--- config.mk ---
export PLATFORM = sky130hd
export DESIGN_NAME = hemaia_clock_divider_sequencer
export DESIGN_NICKNAME = d
export VERILOG_FILES = /design/src/rtl/hemaia_clock_divider_sequencer.sv
export SDC_FILE = /design/constraint.sdc
export NUM_CORES = 1
export LEC_CHECK = 0
export CORE_ASPECT_RATIO = 1.2
export CORE_MARGIN = 1
export CORE_UTILIZATION = 51
export CTS_BUF_LIST = sky130_fd_sc_hd__clkbuf_4
export DETAILED_ROUTE_END_ITERATION = 12
export HOLD_SLACK_MARGIN = 0.02
export PLACE_DENSITY = 0.73
export SLEW_MARGIN = 20
export SYNTH_ARGS = -nofsm -noshare
export SYNTH_HDL_FRONTEND = slang
export SYNTH_SLANG_ARGS = --single-unit
--- constraint.sdc ---
create_clock -name clk_i -period 3.5 [get_ports clk_i]
set_input_delay 1.05 -clock clk_i [delete_from_list [all_inputs] [get_ports clk_i]]
set_output_delay 1.05 -clock clk_i [all_outputs]
set_load 0.03 [all_outputs]
--- src/rtl/hemaia_clock_divider_sequencer.sv ---
// Divisor sequencer placed directly upstream of the HeMAiA clock divider.
// Accepts divisor-change requests over valid/ready and either jumps straight
// to the target or ramps toward it in bounded steps, holding each issued
// divisor stable for HoldCycles cycles so the divider can pick it up lazily.
//
// Ports:
//   clk_i             undivided source clock (same as the divider's clk_i)
//   rst_i             asynchronous active-high reset
//   req_valid_i       new divisor request
//   req_ready_o       request accepted when high with req_valid_i (idle only)
//   req_divisor_i     target divisor, 0 gates the clock
//   ramp_en_i         sampled at acceptance: 1 = stepped ramp, 0 = direct jump
//   divisor_o         registered divisor to the divider
//   divisor_valid_o   registered single-cycle pulse qualifying divisor_o
//   current_divisor_o last issued divisor
//   busy_o            high while a step is issued or settling
//   done_o            single-cycle pulse when a request completes
module hemaia_clock_divider_sequencer #(
  parameter int unsigned MaxDivisionWidth = 4,
  parameter int unsigned DefaultDivision  = 1,
  parameter int unsigned StepSize         = 1,
  parameter int unsigned HoldCycles       = 16
) (
  input  logic                        clk_i,
  input  logic                        rst_i,
  input  logic                        req_valid_i,
  output logic                        req_ready_o,
  input  logic [MaxDivisionWidth-1:0] req_divisor_i,
  input  logic                        ramp_en_i,
  output logic [MaxDivisionWidth-1:0] divisor_o,
  output logic                        divisor_valid_o,
  output logic [MaxDivisionWidth-1:0] current_divisor_o,
  output logic                        busy_o,
  output logic                        done_o
);

  localparam int unsigned W        = MaxDivisionWidth;
  localparam int unsigned CntWidth = $clog2(HoldCycles + 1);

  localparam logic [W-1:0]        DefDiv   = W'(DefaultDivision);
  localparam logic [W:0]          StepExt  = (W + 1)'(StepSize);
  localparam logic [CntWidth-1:0] HoldLoad = CntWidth'(HoldCycles);
  localparam logic [CntWidth-1:0] CntOne   = CntWidth'(1);

  typedef enum logic [1:0] {StIdle, StStep, StHold} state_e;

  state_e              state_q, state_d;
  logic [W-1:0]        target_q, target_d;
  logic                ramp_q, ramp_d;
  logic [W-1:0]        cur_q, cur_d;
  logic [W-1:0]        div_q, div_d;
  logic                valid_q, valid_d;
  logic                busy_q, busy_d;
  logic                done_q, done_d;
  logic [CntWidth-1:0] cnt_q, cnt_d;
  logic [W-1:0]        hold_step;
  logic [W-1:0]        idle_step;

  // Sums and differences are formed one bit wider so neither can wrap.
  function automatic logic [W-1:0] next_step(input logic [W-1:0] cur,
                                             input logic [W-1:0] tgt,
                                             input logic         ramp);
    logic [W:0]   cur_x;
    logic [W:0]   tgt_x;
    logic [W:0]   sum;
    logic [W:0]   diff;
    logic [W-1:0] ns;
    cur_x = {1'b0, cur};
    tgt_x = {1'b0, tgt};
    sum   = cur_x + StepExt;
    diff  = cur_x - tgt_x;
    // Gating and un-gating always jump directly.
    if (!ramp || (cur == '0) || (tgt == '0)) begin
      ns = tgt;
    end else if (tgt_x > cur_x) begin
      ns = (sum >= tgt_x) ? tgt : sum[W-1:0];
    end else begin
      ns = (diff <= StepExt) ? tgt : (cur - StepExt[W-1:0]);
    end
    return ns;
  endfunction

  assign hold_step = next_step(cur_q, target_q, ramp_q);
  assign idle_step = next_step(cur_q, req_divisor_i, ramp_en_i);

  always_comb begin
    state_d  = state_q;
    target_d = target_q;
    ramp_d   = ramp_q;
    cur_d    = cur_q;
    div_d    = div_q;
    cnt_d    = cnt_q;
    done_d   = 1'b0;
    unique case (state_q)
      StIdle: begin
        if (req_valid_i) begin
          target_d = req_divisor_i;
          ramp_d   = ramp_en_i;
          if (req_divisor_i == cur_q) begin
            done_d = 1'b1;
          end else begin
            div_d   = idle_step;
            cur_d   = idle_step;
            state_d = StStep;
          end
        end
      end
      StStep: begin
        cnt_d   = HoldLoad;
        state_d = StHold;
      end
      StHold: begin
        cnt_d = cnt_q - CntOne;
        if (cnt_q == CntOne) begin
          if (cur_q != target_q) begin
            div_d   = hold_step;
            cur_d   = hold_step;
            state_d = StStep;
          end else begin
            state_d = StIdle;
            done_d  = 1'b1;
          end
        end
      end
      default: state_d = StIdle;
    endcase
    // Registered outputs follow the state being entered.
    valid_d = (state_d == StStep);
    busy_d  = (state_d != StIdle);
  end

  always_ff @(posedge clk_i or posedge rst_i) begin
    if (rst_i) begin
      state_q  <= StIdle;
      target_q <= DefDiv;
      ramp_q   <= 1'b0;
      cur_q    <= DefDiv;
      div_q    <= DefDiv;
      valid_q  <= 1'b0;
      busy_q   <= 1'b0;
      done_q   <= 1'b0;
      cnt_q    <= '0;
    end else begin
      state_q  <= state_d;
      target_q <= target_d;
      ramp_q   <= ramp_d;
      cur_q    <= cur_d;
      div_q    <= div_d;
      valid_q  <= valid_d;
      busy_q   <= busy_d;
      done_q   <= done_d;
      cnt_q    <= cnt_d;
    end
  end

  assign req_ready_o       = (state_q == StIdle);
  assign divisor_o         = div_q;
  assign divisor_valid_o   = valid_q;
  assign current_divisor_o = cur_q;
  assign busy_o            = busy_q;
  assign done_o            = done_q;

endmodule

Yosys cells after proc, flatten, opt, wreduce, memory -nomap -nowiden. Cells that the tools add are included.

Add/sub/neg operators: 5. Magnitude comparators: 6. Bitwise logic cells: 0. Equality and inequality tests: 10. Multipliers: 0. Multiplexer cells: 24. Shift operators: 0. Reductions and logical operators: 15. Div/mod/pow operators: 0.

Operators with widths (number): two-way mux 4 bit (12); zero test 4 bit (3); greater-or-equal comparator 5 x 4 -> 1 bit (2); <= comparator 5 x 1 -> 1 bit (second input constant) (2); case mux 5 bit (2 select lines) (1); subtractor 4 x 4 -> 5 bit (2); greater-than comparator 4 bit (2); inequality test 2 bit (second input constant) (4); case mux 4 bit (2 select lines) (1); two-way mux 2 bit (3); case mux 2 bit (3 select lines) (1); nonzero test 2 bit (3); adder 4 x 1 -> 5 bit (second input constant) (1); equality test 5 x 1 -> 1 bit (second input constant) (1); two-way mux 1 bit (5); AND reduction 5 bit (1); subtractor 5 x 1 -> 5 bit (second input constant) (1); equality test 2 x 1 -> 1 bit (second input constant) (2); equality test 4 bit (1); logical OR 1 bit (4); inequality test 4 bit (1); subtractor 4 x 1 -> 4 bit (second input constant) (1); equality test 2 bit (second input constant) (1); zero test 1 bit (2); other kinds (3) (3).

Output and inout bits: 12. Memories kept: 0. Bits in latches: 0. Memory bits (read-only): 0. Bits in registers: 19. RAM bits: 0. Word-level logic and storage cells: 68.

Longest topological paths before layout. Gate-level depths: netlist of run 1.

Depth in word-level cells: 8. Gate-level depth with buffers: 10.

Worst setup path after synthesis of run 1. Ideal clock, no wire load.

Kind: reg2reg. Start: register, netlist name divisor_o[0]. End: register div_q[1] (netlist: divisor_o[1]). Stages on the path, launching flop included: 11. Path slack: 0.434 ns. Library setup time: 0.087 ns. Clock period less this slack: 3.066 ns. Arrival time: 2.979 ns. Path through: dfstp_2 > clkbuf_1 > inv_1 > ha_1 > fa_1 > or4b_4 > nor3_2 > o311a_2 > a211oi_1 > mux2_4 > a211oi_2.

RTL lines: end signal, assigned (RTL line 138) `div_q <= DefDiv;`; end signal, assigned (RTL line 148) `div_q <= div_d;`; end, declared (RTL line 51) `logic [W-1:0] div_q, div_d;`.

Final worst setup path of run 1.
Start: input port req_divisor_i[1]. End: register div_q[2] (netlist: divisor_o[2]).

Word-level cells in the longest chain between the ends: 8. Elaborated cells between the ends (all ways): 16. Those cells by class: add/sub (1); order compare (3); eq/ne (2); mux (7); reduce/logical (3).

RTL lines: start, declared (RTL line 28) `input logic [MaxDivisionWidth-1:0] req_divisor_i,`; subtractor 4 x 4 -> 5 bit (RTL line 71) `diff = cur_x - tgt_x;`; <= comparator 5 x 1 -> 1 bit (RTL line 78) `ns = (diff <= StepExt) ? tgt : (cur - StepExt[W-1:0]);`; two-way mux 4 bit (RTL line 78); two-way mux 4 bit (RTL line 75) `end else if (tgt_x > cur_x) begin`; two-way mux 4 bit (RTL line 73) `if (!ramp || (cur == '0) || (tgt == '0)) begin`; two-way mux 4 bit (RTL line 99) `if (req_divisor_i == cur_q) begin`; two-way mux 4 bit (RTL line 96) `if (req_valid_i) begin`; case mux 4 bit (2 select lines) (RTL line 94) `unique case (state_q)`.

Several ways; a longest one is shown, not always the timed one. The select of a mux whose other input is x is not followed. A chain may end at the register's enable or synchronous reset.

==> qor.txt, run 1 <==
================================================================================
Outcome                                                             finished clean
Endpoint with the worst hold slack                                  cnt_q[4]$_DFFE_PP0P_
Switching power as a share of total power                                  0.517
Routed WL                                                                4590 um
Number of standard-cell rows in the floorplan                                 24
Achievable frequency                                                     312 MHz
Primary flip-flop cell chosen by synthesis mapping                  sky130_fd_sc_hd__dfrtp_1
Category of the critical setup timing path                          input pin to flip-flop
Count of H-tree levels built during CTS                                        1
Slack of the worst reg-to-reg path                                       0.38 ns
Final Cycle Share                                                          0.915
Met3 routed WL                                                            163 um
Layout net count                                                             274
Resized cells post-CTS                                                         0
Remaining design rule violation count                                          0
Leakage power summed over all cells                                     0.975 nW
Highest metal layer with signal wires                                       met4
Setup violators final                                                          0
Die Ht                                                                   69.2 um
Bufs and invs on worst path                                                    2
Net Switching                                                          0.00116 W
Number of synthesized register bits                                           19
Sequential-to-total area share from yosys stat                             0.249
Synth Net Count                                                              254
CTS tree                                                                    done
Pin count of the biggest net entering global routing                          20
Crit Reg-Reg Endpoint                                               divisor_o[1]$_DFFE_PP0P_
Clock-pin slew on the worst setup and hold paths                         0.11 ns
Depth of the worst register-to-register path                                   9
Post-synthesis cell area                                            0.00192 sq mm
Number of synthesized flops with an enable pin                                 0
Data required time at the worst endpoint                                 3.67 ns
1st-pass router iterations                                                     6
First-pass GRT wire length                                               7710 um
Maximum vdd ir drop                                                     0.588 mV
CP Cell Sequence                                                    clkdlybuf4s50_1 -> inv_1 -> ha_1 -> nor2b_1 -> o2111a_1 -> o311ai_0 -> nand4_1 -> mux2i_1 -> o2111ai_1
GRT Total Usage                                                            0.246
Dpl hpwl                                                                 3530 um
M1 wire length                                                           2000 um
Fill cell total of the finished layout                                       315
GRT Residual Overflow                                                          0
Routability congestion estimate                                            0.926
Power Density                                                       1040 mW/mm^2
Critical Path Source Type                                              input pin
Post CTS Setup Buffer Count                                                    0
Number of library cell types mapped by synthesis                              60
Maximum fanout along the worst path                                            4
Max Root-Sink Buffers                                                          2
Hold/Removal Path Class                                             flip-flop to flip-flop
Total number of clock tree sinks                                              19
Starting density of the core                                               0.533
Number of antenna violations at the first check in global routing              0
Die area                                                            0.00401 sq mm
Maximum cell stage delay along the critical path                         0.47 ns
Clock Tree Root                                                     sky130_fd_sc_hd__clkbuf_4
Total length of routed met2 wires                                        2380 um
Per-cell routed wire length                                              16.5 um
Reg2reg start                                                       divisor_o[0]$_DFFE_PP1P_
Vias in the first global route                                              1664
Via-to-Cell Ratio                                                           6.26
Portion of total power attributed to the clock network                     0.050
Drt first-iter violations                                                    106
Number of I/O pins                                                            20
Layout-stage area growth over the synthesis result                         12.9%
Placed Area                                                         0.00214 sq mm
Synthesized area per cell                                             8.72 sq um
Combinational share of power                                               0.743
Count of endpoints failing hold in the final timing report                     0
Instance count of the mapped netlist                                         220
Post-layout minimum cycle time                                           3.20 ns
Final Instance Area                                                 0.00217 sq mm
Gate family responsible for the most delay along the worst path     compound AO/OA/AOI/OAI gates
Endpoint type of the worst setup path                                  flip-flop
Hold Crit Start                                                     cnt_q[4]$_DFFE_PP0P_
Max Cap Violations                                                             0
Share of flip-flops with an asynchronous set or reset                       1.00
Cell internal power dissipation                                        0.00108 W
Slew at the pin with the worst max-slew slack                           0.712 ns
Ratio of cells with drive above 1 in the final layout                      0.113
Routed Antenna Nets                                                            0
Final count of pins violating max slew                                         0
Antenna diode count                                                            0
Number of stages on the worst hold path                                        1
Reg power frac                                                             0.207
Critical path arrival                                                    3.37 ns
Post-cts hold buffer count                                                     0
Yosys warns                                                                    0
PortBufs                                                                      19
Post-Route Skew                                                       0.00381 ns
Core Area                                                           0.00360 sq mm
DIE WIDTH                                                                  58 um
Via Count                                                                   1739
Unrepaired setup endpoints after global routing                            false
Later-pin clock latency in the skew report                               0.30 ns
Worst max-slew margin expressed relative to the limit                      0.525
Critical path's slowest cell                                        sky130_fd_sc_hd__clkdlybuf4s50_1
Summed negative setup slack over all endpoints                              0 ns
Number of CTS-inserted buffers                                                 3
================================================================================
## per-layer routing
layer | global-route usage | vias to the layer above
li1 | - | 859
met1 | 0.316 | 830
met2 | 0.430 | 44
met3 | 0.0149 | 6
met4 | 0.0820 | 0
met5 | 0 | -
## cell families after synthesis
family | count (synthesis) | synth area share
and+or+nand+nor | 76 | 0.214
AOI/OAI and AO/OA | 62 | 0.238
buffers and inverters | 26 | 0.0626
adders and majority gates | 26 | 0.177
DFF | 19 | 0.249
muxes | 8 | 0.0456
xor gates and xnor gates | 3 | 0.0137
## state kept, by name, indices dropped and copies added, names as in the netlist
name / cells
divisor_valid_o: 1
busy_o: 1
divisor_o: 4
cnt_q: 5
done_o: 1
target_q: 4
state_q: 2
ramp_q: 1
## worst max-delay path by stage
stage	from	to	slack (ns)	cells past startpoint
2_1_floorplan	divisor_o[0]$_DFFE_PP1P_	divisor_o[1]$_DFFE_PP0P_	0.43	10
6_report	req_divisor_i[1]	divisor_o[2]$_DFFE_PP0P_	0.30	9
3_5_place_dp	req_divisor_i[1]	divisor_o[2]$_DFFE_PP0P_	0.05	9
5_1_grt	divisor_o[0]$_DFFE_PP1P_	divisor_o[2]$_DFFE_PP0P_	0.14	9
3_3_place_gp	req_divisor_i[1]	divisor_o[1]$_DFFE_PP0P_	0.14	9
4_1_cts	req_divisor_i[1]	divisor_o[2]$_DFFE_PP0P_	0.38	9
## cells in the final DEF (no fill, tap or decap), types with 3 or more instances in the layout
cell,netlist,final
sky130_fd_sc_hd__clkbuf_4,0,3
sky130_fd_sc_hd__a21oi_1,9,9
sky130_fd_sc_hd__o211ai_1,6,6
sky130_fd_sc_hd__nand2b_1,3,3
sky130_fd_sc_hd__or2_2,4,4
sky130_fd_sc_hd__nand2_1,21,21
sky130_fd_sc_hd__nand4_1,4,4
sky130_fd_sc_hd__dfrtp_1,17,17
sky130_fd_sc_hd__nor4_1,3,3
sky130_fd_sc_hd__ha_1,24,24
sky130_fd_sc_hd__mux2i_1,5,5
sky130_fd_sc_hd__o22ai_1,3,3
sky130_fd_sc_hd__clkdlybuf4s50_1,0,19
sky130_fd_sc_hd__o21ai_0,12,12
sky130_fd_sc_hd__inv_1,17,17
sky130_fd_sc_hd__nor2_1,13,13
sky130_fd_sc_hd__nor2b_1,7,7
sky130_fd_sc_hd__nand3_1,7,7
sky130_fd_sc_hd__buf_4,4,5
## metrics by stage
step                      worst slack, ns  hold WS (ns)  power, W   util  std cells
after floorplan                     0.434         0.471   0.00172      -        220
after global placement              0.137         0.497   0.00209  0.594        274
after detailed placement           0.0451         0.505   0.00210  0.594        274
after CTS                           0.382         0.519   0.00223  0.601        278
after global routing                0.142         0.535   0.00245  0.601        278
final                               0.297         0.520   0.00224  0.601        278
## worst reg2reg max path, stage by stage (launching register included)
cell and delay [ns]:
sky130_fd_sc_hd__dfstp_2 0.70, sky130_fd_sc_hd__inv_1 0.20, sky130_fd_sc_hd__ha_1 0.27, sky130_fd_sc_hd__fa_1 0.42
sky130_fd_sc_hd__or4b_4 0.55, sky130_fd_sc_hd__nor3_2 0.12, sky130_fd_sc_hd__o311a_2 0.26, sky130_fd_sc_hd__a211oi_1 0.06
sky130_fd_sc_hd__mux2_4 0.27, sky130_fd_sc_hd__a211oi_2 0.18
## final cells by class
type / instances / area (sq um) / share of cell area
multi-input combinational: 175 / 1320 / 0.610
sequential: 19 / 478 / 0.221
timing repair buffer: 24 / 228 / 0.105
inverter: 17 / 63.8 / 0.0294
tap: 39 / 48.8 / 0.0225
clock buffer: 3 / 22.5 / 0.0104
clock inverter: 1 / 5.00 / 0.00231
## Yosys cell counts, drive strengths merged (2+ instances only)
library cell	instances	share of area
o311ai	2	0.0091
o41ai	2	0.0091
dfrtp	17	0.22
and3	2	0.0065
nand2b	3	0.0098
buf	5	0.022
o22ai	3	0.0098
o31ai	2	0.0078
ha	24	0.16
o2111a	2	0.012
o211ai	6	0.023
or3	2	0.0065
clkbuf	4	0.0078
a21bo	2	0.010
nor4b	2	0.012
dfstp	2	0.027
nand4	4	0.013
or2	4	0.013
mux2	3	0.020
nor4	3	0.0098
nand2	21	0.041
o21ai	12	0.031
nor3	4	0.016
a211oi	3	0.014
a21o	2	0.0085
a22oi	2	0.0078
inv	17	0.033
nor2	13	0.025
a21oi	9	0.023
o311a	2	0.011
fa	2	0.021
nor2b	7	0.023
mux2i	5	0.026
nand3	7	0.018
xor2	2	0.0091
## power by group through the flow
stage | Clock, W | Sequential (W) | Combinational (W)
after floorplan | 0 | 0.000466 | 0.00125
after global placement | 0 | 0.000465 | 0.00162
after detailed placement | 0 | 0.000467 | 0.00164
after CTS | 0.000118 | 0.000463 | 0.00165
after global routing | 0.000127 | 0.000478 | 0.00184
final | 0.000113 | 0.000465 | 0.00167
Note: power is estimated with default switching activity, not from simulation.
==> run 2, diff against run 1 <==
--- a/config.mk
+++ b/config.mk
@@ -5,6 +5,7 @@
 export SDC_FILE = /design/constraint.sdc
 export NUM_CORES = 1
 export LEC_CHECK = 0
+export ABC_CLOCK_PERIOD_IN_PS = 3500
 export CORE_ASPECT_RATIO = 1.2
 export CORE_MARGIN = 1
 export CORE_UTILIZATION = 51
@@ -12,7 +13,7 @@
 export DETAILED_ROUTE_END_ITERATION = 12
 export HOLD_SLACK_MARGIN = 0.02
 export PLACE_DENSITY = 0.73
-export SLEW_MARGIN = 20
+export SLEW_MARGIN = 10
 export SYNTH_ARGS = -nofsm -noshare
 export SYNTH_HDL_FRONTEND = slang
 export SYNTH_SLANG_ARGS = --single-unit
==> results of run 2 <==
Same layout as run 1: the final DEF is identical, and so are final timing and power.
==> run 3, diff against run 2 <==
--- a/config.mk
+++ b/config.mk
@@ -10,6 +10,7 @@
 export CORE_MARGIN = 1
 export CORE_UTILIZATION = 51
 export CTS_BUF_LIST = sky130_fd_sc_hd__clkbuf_4
+export CTS_CLUSTER_DIAMETER = 40
 export DETAILED_ROUTE_END_ITERATION = 12
 export HOLD_SLACK_MARGIN = 0.02
 export PLACE_DENSITY = 0.73
==> results of run 3 <==
Same layout as run 1: the final DEF is identical, and so are final timing and power.
